**src/rtl/disp_pkg.sv**
```systemverilog
// Shared types and constants for the seven-segment scan controller.
// Holds the scan FSM state encoding, the all-off segment value and the
// hex glyph table (segments {g,f,e,d,c,b,a}, active-low).
package disp_pkg;

  typedef enum logic {
    BLANK = 1'b0,
    SHOW  = 1'b1
  } scan_state_t;

  localparam int NUM_DIGITS = 8;

  localparam logic [6:0] SEG_BLANK = 7'h7F;

  // Glyphs 0-9 then A, b, C, d, E, F.
  localparam logic [6:0] SEG_TABLE [0:15] = '{
    7'h40, 7'h79, 7'h24, 7'h30, 7'h19, 7'h12, 7'h02, 7'h78,
    7'h00, 7'h10, 7'h08, 7'h03, 7'h46, 7'h21, 7'h06, 7'h0E
  };

endpackage

```
**src/rtl/display_scan_ctrl_if.sv**
```systemverilog
// Content-load and display-pin bundle of the scan controller.
// master: content producer (drives digits/dp/digit_en/load, sees the pins).
// slave : scan controller (drives load_ack, frame_done, an, seg, dp_n).
interface display_scan_ctrl_if;

  logic [31:0] digits;
  logic [7:0]  dp;
  logic [7:0]  digit_en;
  logic        load;
  logic        load_ack;
  logic        frame_done;
  logic [7:0]  an;
  logic [6:0]  seg;
  logic        dp_n;

  modport master (
    output digits, dp, digit_en, load,
    input  load_ack, frame_done, an, seg, dp_n
  );

  modport slave (
    input  digits, dp, digit_en, load,
    output load_ack, frame_done, an, seg, dp_n
  );

endinterface

```
**src/rtl/display_scan_ctrl_dec.sv**
```systemverilog
// 3-to-8 anode decoder, active-low: the selected anode is driven low.
// Latency: combinational. Backpressure: none.
// Ports: sel_i (digit index 0..7), an_o (anode enables, active-low).
module display_scan_ctrl_dec (
  input  logic [2:0] sel_i,
  output logic [7:0] an_o
);

  always_comb begin
    an_o        = 8'hFF;
    an_o[sel_i] = 1'b0;
  end

endmodule

```
**src/rtl/display_scan_ctrl.sv**
```systemverilog
// Time-multiplexed 8-digit seven-segment scanner with a blanking gap per slot
// and double-buffered content. Pins (an/seg/dp_n) lag the scan state by one cycle.
// Backpressure: none; load is always accepted, latest staged data wins at the frame wrap.
// Ports: clk, reset (async, active-high); bus (slave): digits/dp/digit_en/load in,
// load_ack/frame_done/an/seg/dp_n out.
module display_scan_ctrl
  import disp_pkg::*;
#(
  parameter int REFRESH_DIV  = 100000,
  parameter int BLANK_CYCLES = 1000,
  parameter bit LZ_SUPPRESS  = 1'b1
) (
  input logic               clk,
  input logic               reset,
  display_scan_ctrl_if.slave bus
);

  localparam int CNT_W = $clog2(REFRESH_DIV);
  localparam logic [CNT_W-1:0] CNT_LAST   = CNT_W'(REFRESH_DIV - 1);
  localparam logic [CNT_W-1:0] BLANK_LAST = CNT_W'(BLANK_CYCLES - 1);

  scan_state_t      state_q, state_d;
  logic [CNT_W-1:0] cnt_q, cnt_d;
  logic [2:0]       sel_q, sel_d;
  logic             pending_q, pending_d;
  logic [31:0]      stg_digits_q, sh_digits_q;
  logic [7:0]       stg_dp_q, sh_dp_q;
  logic [7:0]       stg_en_q, sh_en_q;
  logic [7:0]       an_q, an_d;
  logic [6:0]       seg_q, seg_d;
  logic             dp_n_q, dp_n_d;
  logic             load_ack_q, frame_done_q;

  logic [7:0] dec_an;
  logic [7:0] lead_zero;
  logic       zero_run;
  logic [3:0] nib;
  logic       lit;
  logic       frame_end;

  display_scan_ctrl_dec u_dec (
    .sel_i (sel_q),
    .an_o  (dec_an)
  );

  // Slot timing FSM: BLANK for the first BLANK_CYCLES of a slot, then SHOW.
  always_comb begin
    state_d = state_q;
    cnt_d   = cnt_q + 1'b1;
    sel_d   = sel_q;
    case (state_q)
      BLANK: if (cnt_q == BLANK_LAST) state_d = SHOW;
      SHOW: begin
        if (cnt_q == CNT_LAST) begin
          state_d = BLANK;
          cnt_d   = '0;
          sel_d   = sel_q + 3'd1;
        end
      end
      default: state_d = BLANK;
    endcase
  end

  assign frame_end = (state_q == SHOW) && (cnt_q == CNT_LAST) && (sel_q == 3'd7);

  // A load on the wrap edge re-arms pending; the transfer itself uses old staging.
  assign pending_d = bus.load ? 1'b1 : (frame_end ? 1'b0 : pending_q);

  // lead_zero[i]: shadow nibbles 7..i are all zero.
  always_comb begin
    lead_zero = '0;
    zero_run  = 1'b1;
    for (int i = NUM_DIGITS - 1; i >= 0; i--) begin
      zero_run     = zero_run & (sh_digits_q[4*i +: 4] == 4'd0);
      lead_zero[i] = zero_run;
    end
  end

  always_comb begin
    nib    = sh_digits_q[{sel_q, 2'b00} +: 4];
    lit    = (state_q == SHOW) && sh_en_q[sel_q] &&
             !(LZ_SUPPRESS && (sel_q != 3'd0) && lead_zero[sel_q]);
    an_d   = 8'hFF;
    seg_d  = SEG_BLANK;
    dp_n_d = 1'b1;
    if (lit) begin
      an_d   = dec_an;
      seg_d  = SEG_TABLE[nib];
      dp_n_d = ~sh_dp_q[sel_q];
    end
  end

  always_ff @(posedge clk or posedge reset) begin
    if (reset) begin
      state_q      <= BLANK;
      cnt_q        <= '0;
      sel_q        <= '0;
      pending_q    <= 1'b0;
      stg_digits_q <= '0;
      stg_dp_q     <= '0;
      stg_en_q     <= '0;
      sh_digits_q  <= '0;
      sh_dp_q      <= '0;
      sh_en_q      <= '0;
      an_q         <= 8'hFF;
      seg_q        <= SEG_BLANK;
      dp_n_q       <= 1'b1;
      load_ack_q   <= 1'b0;
      frame_done_q <= 1'b0;
    end else begin
      state_q      <= state_d;
      cnt_q        <= cnt_d;
      sel_q        <= sel_d;
      pending_q    <= pending_d;
      an_q         <= an_d;
      seg_q        <= seg_d;
      dp_n_q       <= dp_n_d;
      load_ack_q   <= frame_end && pending_q;
      frame_done_q <= frame_end;
      if (bus.load) begin
        stg_digits_q <= bus.digits;
        stg_dp_q     <= bus.dp;
        stg_en_q     <= bus.digit_en;
      end
      if (frame_end && pending_q) begin
        sh_digits_q <= stg_digits_q;
        sh_dp_q     <= stg_dp_q;
        sh_en_q     <= stg_en_q;
      end
    end
  end

  assign bus.an         = an_q;
  assign bus.seg        = seg_q;
  assign bus.dp_n       = dp_n_q;
  assign bus.load_ack   = load_ack_q;
  assign bus.frame_done = frame_done_q;

endmodule

```
**src/flat_wrapper.sv**
```systemverilog
// flat-port wrapper written by rule: the top's interface ports become plain ports
module display_scan_ctrl_flat import disp_pkg::*;
#(
  parameter int REFRESH_DIV  = 100000,
  parameter int BLANK_CYCLES = 1000,
  parameter bit LZ_SUPPRESS  = 1'b1
)
  (clk, reset, bus_digits, bus_dp, bus_digit_en, bus_load, bus_load_ack, bus_frame_done, bus_an, bus_seg, bus_dp_n);
  display_scan_ctrl_if bus_i ();
  input logic clk;
  input logic reset;
  input wire logic [$bits(bus_i.digits)-1:0] bus_digits;
  input wire logic [$bits(bus_i.dp)-1:0] bus_dp;
  input wire logic [$bits(bus_i.digit_en)-1:0] bus_digit_en;
  input wire logic [$bits(bus_i.load)-1:0] bus_load;
  output wire logic [$bits(bus_i.load_ack)-1:0] bus_load_ack;
  output wire logic [$bits(bus_i.frame_done)-1:0] bus_frame_done;
  output wire logic [$bits(bus_i.an)-1:0] bus_an;
  output wire logic [$bits(bus_i.seg)-1:0] bus_seg;
  output wire logic [$bits(bus_i.dp_n)-1:0] bus_dp_n;
  assign bus_i.digits = bus_digits;
  assign bus_i.dp = bus_dp;
  assign bus_i.digit_en = bus_digit_en;
  assign bus_i.load = bus_load;
  assign bus_load_ack = bus_i.load_ack;
  assign bus_frame_done = bus_i.frame_done;
  assign bus_an = bus_i.an;
  assign bus_seg = bus_i.seg;
  assign bus_dp_n = bus_i.dp_n;
  display_scan_ctrl #(.REFRESH_DIV(REFRESH_DIV), .BLANK_CYCLES(BLANK_CYCLES), .LZ_SUPPRESS(LZ_SUPPRESS)) u_core (.clk(clk), .reset(reset), .bus(bus_i));
endmodule
```
**config.mk**
```make
export PLATFORM = sky130hd
export DESIGN_NAME = display_scan_ctrl_flat
export DESIGN_NICKNAME = d
export VERILOG_FILES = /design/src/rtl/disp_pkg.sv /design/src/rtl/display_scan_ctrl_if.sv /design/src/rtl/display_scan_ctrl_dec.sv /design/src/rtl/display_scan_ctrl.sv /design/src/flat_wrapper.sv
export SDC_FILE = /design/constraint.sdc
export NUM_CORES = 1
export LEC_CHECK = 0
export ABC_AREA = 1
export CORE_AREA = 3 3 114 116
export CTS_BUF_LIST = sky130_fd_sc_hd__clkbuf_4
export CTS_CLUSTER_SIZE = 16
export DETAILED_ROUTE_END_ITERATION = 7
export DIE_AREA = 0 0 117 119
export GPL_ROUTABILITY_DRIVEN = 1
export PLACE_DENSITY = 0.78
export RECOVER_POWER = 50
export SETUP_SLACK_MARGIN = 0.3
export SYNTH_ARGS = -nofsm -noshare
export SYNTH_HDL_FRONTEND = slang
export SYNTH_SLANG_ARGS = --single-unit
```
**constraint.sdc**
```tcl
create_clock -name clk -period 4.25 [get_ports clk]
set_clock_uncertainty 0.05 [all_clocks]
set_input_delay 0.6375 -clock clk [delete_from_list [all_inputs] [get_ports clk]]
set_output_delay 0.6375 -clock clk [all_outputs]
set_load 0.1 [all_outputs]
```
==> out/metrics.csv, run 1 <==
stage,metric,value,unit
status,status,"finished, violations left",
status,failing checks,"max-capacitance violations, max-slew violations",
power,Max VDD drop,263,uV
cts,"Hold-fix buffers, CTS",0,
yosys,cells after synthesis,826,
yosys,syn_area_per_cell,7.75,sq um
power,sw frac,25.7,%
yosys,count of different cell masters after synthesis,28,
die,Die X,117,microns
cts,later-pin clock latency in the skew report,570,ps
global_routing,first-pass GRT wire length,23.2,mm
yosys,Post-Syn Nets,887,
sta,unrepaired setup endpoints after global routing,no,
sta,minimum clock period,3040,ps
layout,Multi-input gate area,2610,sq um
yosys,"area leader, netlist",dfrtp_1,
power,P_sw,607,uW
yosys,Syn Std Cell Area,6400,sq um
route,final antenna-violating net count,0,
global_routing,Global Route Usage Sum,20.7,%
route,Initial DRT Pass Iterations,5,
layout,final net count,939,
placement,Setup WS pre-CTS,1430,ps
cts,Clock Tree Root,clkbuf_4,
global_routing,largest net degree at the start of global routing,81,
placement,gpl congestion,0.897,
sta,f_max,0.329,GHz
worst_setup_path,CP Capture Type,asynchronous set/reset pin,
route,initial DRC count,391,
layout,Post-Layout Inst Area,7420,sq um
placement,Area after DPL,7140,sq um
sta,Hold Slack,434,ps
worst_setup_path,Startpoint Class,input port,
sta,sum of negative setup slack,0,ps
cts,clk sinks,136,
die,I/O pins,69,
cts,post-CTS setup buffer count,0,
sta,Final Max Slew Viols,117,
power,Leakage,0.00390,uW
sta,Final period util,71.6,%
sta,Finish-stage setup viols,0,
cts,Clock transition at path regs,110,ps
die,Die ar.,13900,sq um
power,Internal,1760,uW
yosys,Synth Warn #,0,
layout,most frequent cells in the layout,"nand2_1, dfrtp_1, clkdlybuf4s50_1, nor2_1, nand4_1",
power,Clock power frac,37.2,%
yosys,sequential share of the synthesized area,53.5,%
job,Max Cap Viol,2,
route,routed vias,5334,
worst_setup_path,crit path DAT,3310,ps
placement,port bufs,68,
layout,Ant. Diodes,0,
global_routing,vias in the first global route,5035,
cts,H-tree levels,4,
route,wire length per cell,12.7,microns
layout,"commonest non-fill, non-tap cell in the layout",nand2_1,
die,initial core utilization,53.3,%
sta,Final Hold Viols,0,
layout,register area,3420,sq um
global_routing,initial antenna violation count,0,
sta,measured slew at the worst slew-check pin,1910,ps
worst_setup_path,CP max FO,80,
sta,Max transition margin,-27.5,%
layout,synthesis-to-layout area growth,15.9,%
yosys,synth top area cells,"dfrtp_1, nand2_1, dfstp_2, nand4_1, nor2_1",
power,combinational share of power,5.2,%
global_routing,GRT overflow,0,
power,Pwr Total,2360,uW
worst_setup_path,Crit Path Class,input port to asynchronous set/reset pin,
worst_setup_path,Crit path required time,4520,ps
cts,Clock Tree Buf Depth,2,
cts,CTS tree,done,
yosys,Yosys reg bits,136,
die,Rows,40,
worst_hold_path,Hold Crit Class,register to register,
power,Pwr Density,318,nW/um^2
sta,Worst Slack Setup Final,1210,ps
power,sequential power share,57.5,%
route,"wirelength, routed",13.2,mm
layout,fillers,1088,
cts,Resize count post-CTS,0,
route,# DRC,0,
die,Vert. Die Dim,119,microns
die,CORE AREA,12000,sq um
placement,post-DP HPWL,9.09,mm
route,drt via density,5.14,
yosys,top cell type's share of synthesized area,46.9,%
layout,fraction of final layout cells sized beyond drive strength 1,6.51,%
cts,Inserted Clock Buffers,17,
## per-stage QoR
stage	instances	util, %
after CTS	1038	61.9
after global routing	1038	61.8
after detailed placement	1006	59.5
after floorplan	826	-
after global placement	1006	59.5
final	1038	61.8
## layout make-up
cell class,instances,area share (%)
Clock buffer,17,1.72
Clock inverter,15,2.28
Inverter,46,2.34
Multi-Input combinational cell,602,35.2
Sequential cell,136,46.1
Tap cell,147,2.48
Timing Repair Buffer,75,9.80
## registers in the layout, summed over array words and instances (netlist names)
signal,count
u_core.sh_digits_q,32
u_core.stg_digits_q,32
u_core.cnt_q,17
u_core.bus.an,8
u_core.sh_dp_q,8
u_core.sh_en_q,8
u_core.stg_dp_q,8
u_core.stg_en_q,8
u_core.bus.seg,7
u_core.sel_q,3
u_core.bus.dp_n,1
u_core.bus.frame_done,1
u_core.bus.load_ack,1
u_core.pending_q,1
u_core.state_q,1
## Yosys cell counts
cell type	count
nor4_1	3
o21ai_0	12
nor3_1	10
nand3b_1	1
buf_4	2
or2_1	2
o31ai_1	1
nor2_2	1
nand2_1	415
a21oi_1	4
a31oi_1	2
and2_1	2
nand3_1	22
inv_1	46
nand4_1	54
buf_1	1
buf_2	10
nor2_1	54
clkbuf_1	27
and3_1	1
or2_2	1
buf_6	2
xor2_1	5
ha_1	10
nand3_2	1
dfrtp_1	120
o22ai_1	1
dfstp_2	16
## critical path: stages
cell           delay (ps)
dlygate4sd3_1         550
clkinvlp_2            580
clkbuf_2             1470
## final timing paths
kind                                          from                endpoint  slack, ps  cells after the start
worst max-delay path                         reset      u_core.stg_dp_q[0]       1210                      3
worst min-delay path            u_core.stg_dp_q[2]      u_core.stg_dp_q[2]        430                      2
worst max register to register     u_core.sel_q[0]        u_core.bus.an[4]       1350                      7
worst min register to register  u_core.stg_dp_q[2]      u_core.stg_dp_q[2]        430                      2
max in group clk                  u_core.bus.an[0]               bus_an[0]       1330                      1
min in group asynchronous                    reset  u_core.stg_digits_q[7]        620                      2
## power groups by stage
stage	logic [uW]	registers, uW	clock network (uW)
floorplan	65.1	1380	0
global placement	127	1380	0
detailed placement	131	1380	0
CTS	131	1360	897
global route	144	1360	963
finish	124	1360	880
## per-layer routing
metal | track usage [%] | part of all wire, % | routed length, microns
met1 | 29.7 | 48 | 6310
met2 | 30.5 | 46 | 6000
met3 | 5.34 | 4.6 | 602
met4 | 7.31 | 1.9 | 246
met5 | 0 | 0 | 0
## logic make-up (layout without fill, tap and decap cells)
family,count (synthesis),after routing,share of synthesized area (%)
AND/OR/NAND/NOR,567,567,36.5
flip-flops,136,136,53.5
buffers and inverters,88,153,5.71
AO/OA/AOI/OAI,20,20,1.66
adder cells (fa/ha/maj),10,10,1.95
XOR/XNOR,5,5,0.684
Note: power is estimated with default switching activity, not from simulation.
==> inputs of run 2 (changes only) <==
==> constraint.sdc (replaced) <==
create_clock -name clk -period 2.52 [get_ports clk]
set_clock_uncertainty 0.05 [all_clocks]
set_input_delay 0.378 -clock clk [delete_from_list [all_inputs] [get_ports clk]]
set_output_delay 0.378 -clock clk [all_outputs]
set_load 0.1 [all_outputs]
==> run 2 against run 1 <==
Compared with the run above:
- the run still ends with max-capacitance violations, max-slew violations left
- final area is 1.5% higher
- worst hold slack worse by 140 ps
- via count is 2.6% higher
- sequential cell count stayed put
- global-route usage is 0.78 points higher
- critical path depth is 10 higher
- critical path type is now register to register
- combinational power is 69% higher
- cell count is 1.4% higher
- setup slack worse by 720 ps
- utilization is 0.91 points higher
- first-iteration DRC count is 2.8% lower
- non-clock buffer count is 14 higher
- largest power group unchanged
==> out/metrics.csv, run 2 (synthesized netlist as in run 1, its figures left out) <==
stage,metric,value,unit,change
route,# DRC,0,,unchanged
worst_setup_path,Reg2Reg Depth,13,,+6
status,status,"finished, violations left",,
worst_setup_path,FF-to-FF End,u_core.bus.seg[6],,
route,drt via density,5.20,,+1.1%
worst_setup_path,Crit path required time,2930,ps,-1590 ps
sta,f_max,0.492,GHz,
placement,post-DP HPWL,9.22,mm,+1.5%
worst_setup_path,CP Capture Type,register,,
worst_setup_path,critical path's largest stage delay,420,ps,-1050 ps
cts,Inserted Clock Buffers,17,,unchanged
worst_setup_path,Startpoint Class,register,,
status,failing checks,"max-capacitance violations, max-slew violations",,
layout,fraction of final layout cells sized beyond drive strength 1,10.8,%,+4.3 points
layout,largest registers,"u_core.sh_digits_q: 32 flops, u_core.stg_digits_q: 32 flops, u_core.cnt_q: 17 flops",,
global_routing,largest net degree at the start of global routing,69,,-15%
die,Die X,117,microns,unchanged
worst_setup_path,Critical Path Most Common Cell,nand2_1,,
cts,Clock transition at path regs,130,ps,+20 ps
route,Initial DRT Pass Iterations,4,,-1
die,CORE AREA,12000,sq um,unchanged
sta,unrepaired setup endpoints after global routing,no,,
sta,sum of negative setup slack,0,ps,unchanged
cts,H-tree levels,4,,unchanged
die,Vert. Die Dim,119,microns,unchanged
sta,minimum clock period,2030,ps,
die,I/O pins,69,,unchanged
route,wire length per cell,12.8,microns,+1.0%
worst_hold_path,Hold Startpoint,bus_digits[7],,
die,Rows,40,,unchanged
worst_setup_path,family with the most delay on the worst path,buffers and inverters,,
global_routing,vias in the first global route,5122,,+1.7%
worst_setup_path,CP max-delay cell,dfrtp_1,,
worst_setup_path,WP buf/inv,4,,+1
route,initial DRC count,380,,-2.8%
layout,"commonest non-fill, non-tap cell in the layout",nand2_1,,
layout,most frequent cells in the layout,"nand2_1, dfrtp_1, nand4_1, nor2_1, clkdlybuf4s50_1",,
route,final antenna-violating net count,0,,unchanged
layout,final net count,953,,+1.5%
placement,Area after DPL,7190,sq um,+0.67%
cts,Clock Tree Root,clkbuf_4,,
cts,later-pin clock latency in the skew report,550,ps,-20 ps
worst_hold_path,depth of the worst hold-timing path,3,,+1
job,Max Cap Viol,2,,unchanged
worst_setup_path,reg2reg setup slack,490,ps,-860 ps
worst_hold_path,Hold Crit Class,input port to register,,
power,Leakage,0.00399,uW,+2.2%
sta,Final Hold Viols,0,,unchanged
sta,measured slew at the worst slew-check pin,1640,ps,-275 ps
route,"wirelength, routed",13.5,mm,+2.5%
placement,gpl congestion,0.875,,-2.4%
die,Die ar.,13900,sq um,unchanged
global_routing,Global Route Usage Sum,21.5,%,+0.78 points
layout,synthesis-to-layout area growth,17.6,%,
global_routing,GRT overflow,0,,unchanged
power,Max VDD drop,394,uV,+50%
worst_setup_path,CP max FO,9,,-89%
power,Pwr Density,537,nW/um^2,+69%
route,routed vias,5473,,+2.6%
global_routing,initial antenna violation count,1,,+1
layout,Post-Layout Inst Area,7530,sq um,+1.5%
worst_setup_path,crit path cell chain,clkinvlp_4 > buf_4 > buf_4 > nand2_1 > nand2_1 > nand2_1 > nand2_1 > nand2_1 > nand2_1 > inv_1 > nand2_1 > o21ai_0 > nand2_1,,
worst_hold_path,Hold EP,u_core.stg_digits_q[7],,
cts,CTS tree,done,,
sta,Final period util,80.7,%,
cts,Clock Tree Buf Depth,2,,unchanged
sta,Final Max Slew Viols,138,,+18%
sta,Finish-stage setup viols,0,,unchanged
global_routing,first-pass GRT wire length,23.9,mm,+3.0%
cts,"Hold-fix buffers, CTS",0,,unchanged
placement,port bufs,68,,unchanged
worst_setup_path,RR Startpoint,u_core.sel_q[0],,
worst_setup_path,crit path DAT,2440,ps,-870 ps
die,initial core utilization,53.3,%,unchanged
sta,Max transition margin,-9.15,%,+18 points
cts,clk sinks,136,,unchanged
worst_setup_path,Crit Path Class,register to register,,
-- run 2: changes by cell type in the layout (fill, tap and decap cells not counted), sizes merged --
cell,change
buf,+31
clkbuf,+2
inv,-5
clkinv,+4
diode,+1
dlygate4sd3,-1
clkdlybuf4s50,-17
clkinvlp,-1
bufinv,+1
-- run 2: repair_timing --
action | 4_1_cts | 5_1_grt
buffers inserted | 0 | 5
endpoints found under the setup margin | 0 | 57
resized for setup | 0 | 11
-- run 2: layout make-up --
class | count | area [sq um]
clock buffers | 18 | 135
clock inverters | 14 | 171
flip-flops and latches | 136 | 3420
fillers | 1048 | 4480
diodes | 1 | 2.50
multi-input cells | 602 | 2620
well taps | 147 | 184
repair buffers | 89 | 806
inverters | 46 | 181
-- run 2: where the power goes --
group	total [uW]	internal [uW]	switching, uW	leakage, uW
Clock	1540	705	835	0.000161
Sequential	2290	2250	39.4	0.00174
Combinational	210	101	109	0.00209
-- run 2: worst max path at each step --
stage / from / end / slack [ps] / cells after the start
2_1_floorplan: reset / u_core.bus.frame_done / 410 / 1
3_3_place_gp: u_core.sel_q[0] / u_core.bus.seg[3] / 450 / 14
3_5_place_dp: u_core.sel_q[0] / u_core.bus.seg[3] / 390 / 14
4_1_cts: u_core.sel_q[0] / u_core.bus.seg[3] / 370 / 14
5_1_grt: reset / u_core.sel_q[1] / 280 / 3
6_report: u_core.sel_q[0] / u_core.bus.seg[6] / 490 / 13
-- run 2: through the flow --
step           worst slack (ps)  utilization [%]  instances  hold WS (ps)  total power, uW
2_1_floorplan               412                -        826           392             2430
3_3_place_gp                449             59.9       1015           405             2550
3_5_place_dp                392             59.9       1015           409             2550
4_1_cts                     368             62.4       1047           220             4100
5_1_grt                     279             62.7       1053           257             4210
6_report                    487             62.7       1053           296             4040
-- run 2: worst reg2reg max path, cell delays in order, from the launching register on --
cell and delay, ps:
dfrtp_1 420, clkinvlp_4 190, buf_4 200, buf_4 130, nand2_1 50, nand2_1 50
nand2_1 60, nand2_1 60, nand2_1 50, nand2_1 190, inv_1 200, nand2_1 90
o21ai_0 150, nand2_1 80
-- run 2: routing by layer --
layer	vias to the layer above	track usage, %	wire, microns
met2	158	31.0	6050
met3	29	6.10	774
met5	-	0	0
li1	2752	-	-
met4	0	8.96	315
met1	2534	30.4	6350
